[src/rtl/has_down_counter_hs_cell.sv]
// One half-subtractor bit: subtracts the incoming borrow from the stored bit.
// Chained LSB-to-MSB to form the decrement path of has_down_counter.
module hs_cell (
  input  logic q_i,
  input  logic b_i,
  output logic d_o,
  output logic b_o
);

  assign d_o = q_i ^ b_i;
  assign b_o = ~q_i & b_i;

endmodule

[src/rtl/has_down_counter.sv]
// Loadable N-bit down-counter built from a ripple chain of half-subtractor cells,
// with a captured reload value, optional auto-reload, zero flag and terminal-count pulse.
module has_down_counter #(
  parameter int N = 10
) (
  input  logic         clk,
  input  logic         rst,
  input  logic         Load,
  input  logic [N-1:0] In,
  input  logic         En,
  input  logic         AutoRld,
  output logic [N-1:0] Out,
  output logic         Bout,
  output logic         Zero,
  output logic         Done
);

  logic [N-1:0] out_q, out_d;
  logic [N-1:0] rel_q, rel_d;
  logic         done_q, done_d;
  logic [N:0]   borrow;
  logic [N-1:0] chain;

  assign borrow[0] = En;

  // With En low every borrow is 0, so the chain output equals the current value.
  for (genvar i = 0; i < N; i++) begin : g_cell
    hs_cell u_cell (
      .q_i (out_q[i]),
      .b_i (borrow[i]),
      .d_o (chain[i]),
      .b_o (borrow[i+1])
    );
  end

  assign Bout = borrow[N];
  assign Zero = (out_q == '0);
  assign Out  = out_q;
  assign Done = done_q;

  always_comb begin
    out_d  = chain;
    rel_d  = rel_q;
    done_d = 1'b0;
    if (Load) begin
      out_d = In;
      rel_d = In;
    end else if (Bout) begin
      // Underflow: chain already produced all-ones; auto-reload overrides it.
      if (AutoRld) out_d = rel_q;
    end else if (En) begin
      done_d = (out_q == N'(1));
    end
  end

  always_ff @(posedge clk or posedge rst) begin
    if (rst) begin
      out_q  <= '0;
      rel_q  <= '0;
      done_q <= 1'b0;
    end else begin
      out_q  <= out_d;
      rel_q  <= rel_d;
      done_q <= done_d;
    end
  end

endmodule

[config.mk]
export PLATFORM = sky130hd
export DESIGN_NAME = has_down_counter
export DESIGN_NICKNAME = d
export VERILOG_FILES = /design/src/rtl/has_down_counter_hs_cell.sv /design/src/rtl/has_down_counter.sv
export SDC_FILE = /design/constraint.sdc
export NUM_CORES = 1
export LEC_CHECK = 0
export CAP_MARGIN = 20
export CORE_AREA = 2 2 53 55
export DETAILED_ROUTE_END_ITERATION = 8
export DIE_AREA = 0 0 55 57
export PLACE_DENSITY = 0.75
export SYNTH_ARGS = -nofsm -noshare
export SYNTH_HDL_FRONTEND = slang
export SYNTH_SLANG_ARGS = --single-unit
[constraint.sdc]
create_clock -name clk -period 4.2 [get_ports clk]
set_clock_uncertainty 0.2 [all_clocks]
set_input_delay 0.84 -clock clk [delete_from_list [all_inputs] [get_ports clk]]
set_output_delay 0.84 -clock clk [all_outputs]
set_load 0.01 [all_outputs]
# Word level (Yosys, flattened, before mapping)
# Index checks and enable logic that the tools add are counted.
dict set report totals {
  ff_bits 21
}
dict set report classes {
  n_mux 6
  n_bitwise 30
  n_reduce_logical 1
  eq_ne 1
}
# operator n
set ops {}
lappend ops {{$mux 10} 3}
lappend ops {{$and 1x1->1} 10}
lappend ops {{$eq 10x1->1 const B} 1}
lappend ops {{$logic_not 10->1} 1}
lappend ops {{$not 1->1} 10}
lappend ops {{$xor 1x1->1} 10}
lappend ops {{$mux 1} 3}

# Longest topological paths before layout
# Gate-level depths: netlist (run 1).
dict set report depth {
  word_depth 14
  mapped_depth 14
  ltp_nobuf 13
}

# Hierarchy
# Synthesis (run 1) repeated with hierarchy kept, for this count alone.
dict set report hier_totals {
  cells_unflattened 126
  area_unflattened_um2 1159.9
}
# module cells_per_inst area_per_inst_um2 n_inst
set modules_own_cells {}
lappend modules_own_cells {has_down_counter 96 959.7 1}
lappend modules_own_cells {hs_cell 3 20.0 10}

# Least setup slack after synthesis (run 1)
# OpenSTA, ideal clock, no wires.
dict set report synth_timing {
  path_type {in2out}
  start {input port En}
  end {output port Bout}
  slack_ns 0.529
  cell_stages 10
  t_arrival_ns 2.631
  path_cell_list {ha_1 -> ha_1 -> ha_1 -> ha_1 -> ha_1 -> ha_1 -> ha_1 -> ha_1 -> ha_1 -> ha_1}
}
dict set report synth_between {
  elab_chain_cells 10
}
# element line
set synth_rtl {}
lappend synth_rtl {{from (decl)} has_down_counter.sv:10} ;# input logic En,
lappend synth_rtl {{$and 1x1->1 (10 in series)} has_down_counter_hs_cell.sv:11} ;# assign b_o = ~q_i & b_i;
lappend synth_rtl {{to (decl)} has_down_counter.sv:13} ;# output logic Bout,
# Every way passes these cells.

# Final worst setup path (run 1)
# Same ends and word-level chain as after synthesis.

==> results.json, run 1 <==
{
  "crit_cells": 12,
  "regToRegSetupSlack_ps": 750,
  "hold_ws_ps": 329,
  "grt_max_degree": 39,
  "path_class": "input port to output port",
  "antennaDiodeCount": 0,
  "gp_congestion": 0.721,
  "synth_cell_types": 22,
  "hold_class": "flip-flop to flip-flop",
  "ant_nets": 0,
  "path_buf_inv": 2,
  "hold_start": "rel_q[7]",
  "crit_family": "adder cells",
  "num_vias": 835,
  "cts_root_buffer": "clkbuf_4",
  "final_cell_area_um2": 1430,
  "synth_seq_cells": 21,
  "final_max_slew_viol_count": 0,
  "initial_core_util_pct": 45.3,
  "critical-path-max-stage-delay_ps": 250,
  "r2r_cells": 14,
  "worst_setup_path_end_kind": "output port",
  "syn_area_per_cell_um2": 10.3,
  "ys_top_cells_by_area": "dfrtp_1, ha_1, buf_4",
  "holdBufCountCts": 0,
  "max_freq_mhz": 244,
  "routed_wl_um": 2190,
  "overflow": 0,
  "arrival_ps": 3060,
  "slew_headroom_pct": 47.4,
  "cts.htree.levels": 1,
  "hold_depth": 1,
  "synth_area_um2": 1180,
  "port_buffers": 27,
  "clk_latency_ps": 300,
  "yosysWarnings": 0,
  "grt_pass1_wl_um": 3800,
  "fin_setup_tns_ps": 0,
  "crit_path_cell_trace": "dlygate4sd2_1 > ha_2 > ha_1 > ha_1 > ha_1 > ha_2 > ha_1 > ha_1 > ha_1 > ha_1 > ha_1 > buf_2",
  "synth_nets": 140,
  "setup_violations": 0,
  "yosysSeqAreaShare_pct": 44.4,
  "power.density_nw_per_um2": 302,
  "via_per_inst": 5.12,
  "ir_drop_v": 0.000172,
  "fin_crit_ps": 4100,
  "die_h_um": 57,
  "maxCapViolCount": 0,
  "syn_to_final_growth_pct": 20.7,
  "tightestPinTransition_ps": 788,
  "drtPass1Iterations": 4,
  "placed_cell_area_um2": 1410,
  "clock-sinks": 21,
  "die_x_um": 55,
  "finalHoldViolCount": 0,
  "ys_async_sr_fraction_pct": 100,
  "p_total_uw": 432,
  "cp_slowest_cell": "dlygate4sd2_1",
  "grt_pass1_vias": 861,
  "crit_required_ps": 3160,
  "yosys.area.top_type_share_pct": 44.4,
  "synth_edf_count": 0,
  "layout.nets": 158,
  "worst-path-max-fanout": 2,
  "std_cell_rows": 19,
  "hold_end": "rel_q[7]",
  "post-route-period-util_pct": 97.7,
  "synthFlopType": "dfrtp_1",
  "boundaryPins": 28,
  "post_cts_buffers": 0,
  "die_area_um2": 3140,
  "drive_above_1_share_pct": 11.4,
  "worstSetupStartpointType": "input port",
  "status": "finished clean",
  "first_iter_violations": 11,
  "cp_common_cell": "ha_1",
  "leakagePower_nw": 0.656,
  "rsz0062_at_grt": "false",
  "clk_pin_slew_ps": 120,
  "syn_inst": 115,
  "tritoncts": "built",
  "antenna_found_initial": 0,
  "numCtsBuffers": 3,
  "r2r_start": "Out[0]",
  "dpl.hpwl_um": 1630,
  "clockBufferDepth": 2,
  "wl_per_cell_um": 13.5,
  "r2r_end": "Done",
  "synth.largest_area_cell": "dfrtp_1",
  "drc_errors": 0,
  "core_area_um2": 2620,
  "grt.total_usage_pct": 16.5
}
==> layer usage <==
metal	global-route usage, %	vias up	part of all wire (%)
met5	0	-	0
met4	6.27	0	0.96
met3	1.83	2	3.4
met2	27.2	19	50
met1	21.9	391	46
li1	-	423	-
==> cells in the final DEF (no fill, tap or decap), drive strengths merged, types with 3 or more instances in the layout <==
master / instances
nand2b: 3
dfrtp: 21
nand4b: 7
ha: 10
nand2: 7
clkdlybuf4s50: 25
o311ai: 7
a21oi: 3
inv: 18
mux2: 3
buf: 3
o21ai: 7
o31a: 3
and3: 3
clkbuf: 4
==> kinds of logic (layout without fill, tap and decap cells) <==
logic type / Yosys count / after routing / share of synthesized area (%)
DFF: 21 / 21 / 44.4
AOI/OAI and AO/OA: 20 / 20 / 11.6
and+or+nand+nor: 27 / 27 / 16.2
adders and majority gates: 10 / 10 / 10.6
buffers and inverters: 34 / 51 / 14.5
muxes: 3 / 3 / 2.85
==> area by class of cell <==
type | instances | area (µm²)
Clock buffer | 4 | 26.3
Fill cell | 248 | 1180
Inverter | 18 | 67.6
Multi-Input combinational cell | 60 | 493
Sequential cell | 21 | 526
Tap cell | 31 | 38.8
Timing Repair Buffer | 29 | 279
==> synth_stat cells, types with 4 or more instances <==
cell type   n
buf_2       5
buf_4      10
dfrtp_1    21
ha_1       10
inv_1      18
nand2_1     7
nand4b_1    7
o21ai_0     7
o311ai_0    4
==> through the flow <==
stage / worst slack, ps / cells / util (%)
floorplan: 529 / 115 / -
global placement: -406 / 159 / 53.7
detailed placement: -473 / 159 / 53.7
CTS: 105 / 163 / 54.7
global route: 6.86 / 163 / 54.7
finish: 97.6 / 163 / 54.7
==> how the worst max path moves through the flow <==
stage          start   end  slack [ps]
6_report          En  Bout         100
2_1_floorplan     En  Bout         530
3_5_place_dp      En  Bout        -470
3_3_place_gp      En  Bout        -410
5_1_grt           En  Bout           7
4_1_cts           En  Bout         110
==> sequential cells by signal, summed over array words and instances (netlist names) <==
name / cells
Out: 10
rel_q: 10
Done: 1
==> where the power goes <==
part	internal, mW	switching [mW]
clock	0.0370	0.0601
combinational	0.0549	0.0438
sequential	0.222	0.0138
total	0.314	0.118
==> repair_timing <==
item                                    4_1_cts  5_1_grt
resized for setup                             7        0
endpoints found under the setup margin        1        0
endpoints found under the hold margin         0        0
No activity file was read; power rests on OpenSTA's default activity.
==> run 2, diff against run 1 <==
- CORE_AREA: 2 2 53 55 -> 2 2 62 64
- DIE_AREA: 0 0 55 57 -> 0 0 64 66
- PLACE_DENSITY: 0.75 -> not set
==> run 2 against run 1 <==
  * Sequential cell count unchanged
  * Wire length increased by 5.0%
  * Sequential share of layout area down 0.54 points
  * Non-clock buffer count is the same
  * Combinational power is 0.4% higher
  * Via count unchanged
  * Power rose by 1.1%
==> results.json, run 2 (synthesized netlist as in run 1, its figures left out) <==
{
  "die_h_um": 66,
  "clockBufferDepth": 2,
  "boundaryPins": 28,
  "core_area_um2": 3550,
  "crit_required_ps": 3160,
  "p_total_uw": 436,
  "tightestPinTransition_ps": 787,
  "cp_common_cell": "ha_1",
  "clock-sinks": 21,
  "drtPass1Iterations": 4,
  "layout.nets": 158,
  "post-route-period-util_pct": 97.6,
  "cts_root_buffer": "clkbuf_4",
  "std_cell_rows": 22,
  "r2r_cells": 14,
  "use_met3_pct": 1.53,
  "grt.total_usage_pct": 12.3,
  "setup_violations": 0,
  "r2r_end": "Done",
  "hold_end": "rel_q[7]",
  "status": "finished clean",
  "power.density_nw_per_um2": 301,
  "maxCapViolCount": 0,
  "arrival_ps": 3060,
  "ir_drop_v": 0.0000859,
  "regToRegSetupSlack_ps": 800,
  "path_class": "input port to output port",
  "clk_latency_ps": 310,
  "max_freq_mhz": 244,
  "placed_cells": 176,
  "gr-usage-met1_pct": 15.5,
  "antennaDiodeCount": 0,
  "tritoncts": "built",
  "post_cts_buffers": 0,
  "finalHoldViolCount": 0,
  "holdBufCountCts": 0,
  "crit_start": "En",
  "grt_util_met2_pct": 20.2,
  "rsz0062_at_grt": "false",
  "leakagePower_nw": 0.656,
  "routed_wl_um": 2300,
  "drive_above_1_share_pct": 11.4,
  "grt_pass1_wl_um": 3990,
  "via_per_inst": 4.64,
  "busiest_layer": "met2",
  "dpl.hpwl_um": 1710,
  "r2r_start": "Out[0]",
  "worst-path-max-fanout": 2,
  "fin_crit_ps": 4100,
  "antenna_found_initial": 0,
  "die_area_um2": 4220,
  "clk_pin_slew_ps": 120,
  "numCtsBuffers": 3,
  "grt_pass1_vias": 855,
  "port_buffers": 27,
  "hold_class": "flip-flop to flip-flop",
  "crit_path_cell_trace": "dlygate4sd2_1 > ha_2 > ha_1 > ha_1 > ha_1 > ha_1 > ha_1 > ha_2 > ha_1 > ha_1 > ha_1 > buf_2",
  "cp_slowest_cell": "dlygate4sd2_1",
  "fin_cells": 180,
  "worstSetupStartpointType": "input port",
  "cts.htree.levels": 1,
  "first_iter_violations": 47,
  "hold_ws_ps": 316,
  "ant_nets": 0,
  "final_cell_mix": "clkdlybuf4s50_1, dfrtp_1, inv_1",
  "hold_depth": 1,
  "wl_per_cell_um": 12.8,
  "hold_start": "rel_q[7]",
  "nFillCells": 343,
  "worst_setup_path_end_kind": "output port",
  "critical-path-max-stage-delay_ps": 250,
  "die_x_um": 64,
  "drc_errors": 0,
  "grt_max_degree": 38,
  "overflow": 0,
  "final_common_cell": "clkdlybuf4s50_1",
  "initial_core_util_pct": 33.4,
  "final_max_slew_viol_count": 0,
  "num_vias": 835,
  "syn_to_final_growth_pct": 22.5,
  "slew_headroom_pct": 47.5,
  "gp_congestion": 0.780
}
[run 2: cell counts in the layout (fill, tap and decap cells not counted)]
Identical to the previous run, type by type.
[run 2: worst max-delay path, delay by kind of cell]
family / cells / cell delay, ps
adders and majority gates: 10 / 1800
buffers and inverters: 2 / 390
[run 2: cell type report]
| cell class | count | area, µm² | area share (%) |
|---|---|---|---|
| sequential | 21 | 526 | 36.2 |
| clock buffer | 4 | 26.3 | 1.81 |
| inverter | 18 | 67.6 | 4.66 |
| tap | 48 | 60.1 | 4.14 |
| timing repair buffer | 29 | 279 | 19.2 |
| multi-input combinational | 60 | 493 | 34.0 |
[run 2: worst max path at each step]
stage                     slack, ps  cells after the start    to
final                           100                     12  Bout
after global routing              7                     12  Bout
after CTS                        80                     12  Bout
after detailed placement       -460                     12  Bout
after global placement         -430                     12  Bout
after floorplan                 530                     10  Bout
[run 2: power by group]
part	total [mW]	switching (mW)	internal [mW]	leakage [nW]
clock network	0.102	0.0647	0.0371	0.0150
registers	0.235	0.0134	0.222	0.252
logic	0.0991	0.0442	0.0549	0.389
total	0.436	0.122	0.314	0.656
[run 2: what timing repair did]
item / 4_1_cts / 5_1_grt
gates resized for setup: 6 / 1
gates cloned: 0 / 0
setup endpoints to repair: 1 / 1
[run 2: stage by stage]
| step | area [µm²] | util [%] | TNS, ps | worst slack, ps |
|---|---|---|---|---|
| after detailed placement | 1430 | 40.2 | -684 | -464 |
| final | 1450 | 40.9 | 0 | 103 |
| after floorplan | 1180 | - | 0 | 529 |
| after global routing | 1450 | 40.9 | 0 | 7.35 |
| after global placement | 1430 | 40.2 | -467 | -427 |
| after CTS | 1450 | 40.8 | 0 | 84.8 |
[run 2: metal layers]
metal | vias up | share of wire, % | wire (µm)
met3 | 4 | 3.7 | 85
met4 | 0 | 2.1 | 49
met1 | 380 | 48 | 1110
met2 | 23 | 46 | 1060
li1 | 428 | - | -
met5 | - | 0 | 0
==> run 3, diff against run 2 <==
- ABC_AREA: not set -> 1
- CORE_AREA: 2 2 62 64 -> 2 2 61 63
- DIE_AREA: 0 0 64 66 -> 0 0 63 65
- GPL_TIMING_DRIVEN: not set -> 0
==> run 3 against run 2 <==
  * Critical endpoint unchanged
  * Power grew 3.6%
  * Combinational power increased by 25%
  * Utilization is 2.7 points higher
  * Sequential cell count unchanged
  * Critical path depth did not move
  * Critical path type unchanged
  * Fmax is 0.46% higher
==> results.json, run 3 <==
{
  "status": "finished clean",
  "hold_depth": 2,
  "boundaryPins": 28,
  "gp_congestion": 0.804,
  "layout.nets": 203,
  "tightestPinTransition_ps": 797,
  "ys_top_cells_by_area": "dfrtp_1, nand2_1, ha_1",
  "final_common_cell": "nand2_1",
  "die_x_um": 63,
  "wl_per_cell_um": 9.71,
  "yosys.area.top_type_share_pct": 45.4,
  "routed_wl_um": 2180,
  "slew_headroom_pct": 46.8,
  "use_met3_pct": 1.56,
  "initial_core_util_pct": 33.1,
  "cts.htree.levels": 1,
  "die_area_um2": 4100,
  "ant_nets": 0,
  "dpl.hpwl_um": 1790,
  "arrival_ps": 3040,
  "grt_pass1_vias": 941,
  "grt_util_met2_pct": 20.1,
  "fin_crit_ps": 4080,
  "core_area_um2": 3500,
  "numCtsBuffers": 3,
  "num_vias": 939,
  "syn_to_final_growth_pct": 31.4,
  "first_iter_violations": 53,
  "ys_async_sr_fraction_pct": 100,
  "maxCapViolCount": 0,
  "tritoncts": "built",
  "leakagePower_nw": 0.816,
  "yosysSeqAreaShare_pct": 45.4,
  "final_cell_mix": "nand2_1, clkdlybuf4s50_1, inv_1",
  "holdBufCountCts": 0,
  "gr-usage-met1_pct": 14.0,
  "antennaDiodeCount": 0,
  "worstSetupStartpointType": "input port",
  "syn_area_per_cell_um2": 7.99,
  "synth_edf_count": 0,
  "synth_nets": 170,
  "crit_required_ps": 3160,
  "std_cell_rows": 22,
  "synthFlopType": "dfrtp_1",
  "yosysWarnings": 0,
  "overflow": 0,
  "cts_root_buffer": "clkbuf_4",
  "synth_area_um2": 1160,
  "ir_drop_v": 0.0000905,
  "fin_setup_tns_ps": 0,
  "worst-path-max-fanout": 3,
  "clk_pin_slew_ps": 120,
  "post-route-period-util_pct": 97.1,
  "final_max_slew_viol_count": 0,
  "clock-sinks": 21,
  "hold_class": "flip-flop to flip-flop",
  "setup_violations": 0,
  "synth_top_cells_by_count": "nand2_1, inv_1, dfrtp_1",
  "clk_latency_ps": 300,
  "path_class": "input port to output port",
  "yosysMostFrequentCell": "nand2_1",
  "synth_cell_types": 12,
  "r2r_cells": 16,
  "antenna_found_initial": 0,
  "max_freq_mhz": 245,
  "port_buffers": 27,
  "synth.largest_area_cell": "dfrtp_1",
  "drive_above_1_share_pct": 13.6,
  "syn_inst": 145,
  "drc_errors": 0,
  "die_h_um": 65,
  "drtPass1Iterations": 4,
  "finalHoldViolCount": 0,
  "rsz0062_at_grt": "false",
  "grt.total_usage_pct": 11.8,
  "hold_ws_ps": 334,
  "via_per_inst": 4.17,
  "synth_seq_cells": 21,
  "busiest_layer": "met2",
  "worst_setup_path_end_kind": "output port",
  "grt_pass1_wl_um": 3800,
  "clockBufferDepth": 2,
  "power.density_nw_per_um2": 297,
  "grt_max_degree": 22
}
## run 3: changes by cell type after synthesis, sizes merged, moves of 2 or more
cell    before  now
nand3        0   12
buf         15   12
nand4b       7    0
nor4         2    0
o31a         3    0
and3         3    0
o311ai       7    0
nand2        7   45
mux2         3    0
inv         18   26
nor2         0    8
nand2b       3    0
a21oi        3    0
o21ai        7   10
## run 3: where the power goes
part / switching (mW) / internal (mW)
Combinational: 0.0564 / 0.0672
Clock: 0.0615 / 0.0355
Sequential: 0.00968 / 0.222
Total: 0.128 / 0.325
## run 3: metal layers
layer,vias up,routed length (µm)
met1,426,989
li1,493,-
met5,-,0
met3,4,68
met4,0,45
met2,16,1080
## run 3: worst paths after layout
kind	to	slack, ps	start
setup / recovery	Bout	120	En
hold / removal	rel_q[2]	330	rel_q[2]
setup reg to reg	Out[6]	1240	Out[0]
hold reg to reg	rel_q[2]	330	rel_q[2]
max in group asynchronous	Out[4]	2530	rst
min in group asynchronous	rel_q[8]	770	rst
## run 3: timing repair
action                                 CTS  global route
setup endpoints to repair                1             1
setup buffers                            0             1
endpoints found under the hold margin    0             0
gates resized for setup                  5             2
## run 3: stage by stage
stage / total power, mW / instances / utilization, % / cell area [µm²] / worst slack [ps]
6_report: 0.452 / 225 / 43.6 / 1520 / 121
5_1_grt: 0.486 / 225 / 43.6 / 1520 / 8.90
4_1_cts: 0.460 / 224 / 43.5 / 1520 / 1.43
3_5_place_dp: 0.362 / 220 / 42.6 / 1490 / -484
3_3_place_gp: 0.358 / 220 / 42.6 / 1490 / -463
2_1_floorplan: 0.308 / 145 / - / 1160 / 540
## run 3: layout make-up
| cell class | count | area (µm²) |
|---|---|---|
| inverter | 26 | 97.6 |
| timing repair buffer | 28 | 272 |
| sequential | 21 | 526 |
| tap | 48 | 60.1 |
| buffer | 13 | 98.8 |
| clock buffer | 3 | 22.5 |
| multi-input combinational | 85 | 442 |
| fill | 354 | 1970 |
| clock inverter | 1 | 5.00 |
## run 3: kinds of logic (layout without fill, tap and decap cells)
logic type | Yosys count | count (layout) | synth area share (%)
compound gates | 10 | 10 | 4.32
simple gates | 65 | 65 | 22.6
flops | 21 | 21 | 45.4
buf+inv | 39 | 71 | 17.0
fa+ha+maj | 10 | 10 | 10.8
## run 3: critical path: stages
cell	delay (ps)
dlygate4sd2_1	250
ha_1	200
ha_1	180
ha_1	180
ha_1	190
ha_1	190
ha_2	170
ha_1	170
ha_1	180
ha_1	180
ha_2	180
buf_2	140
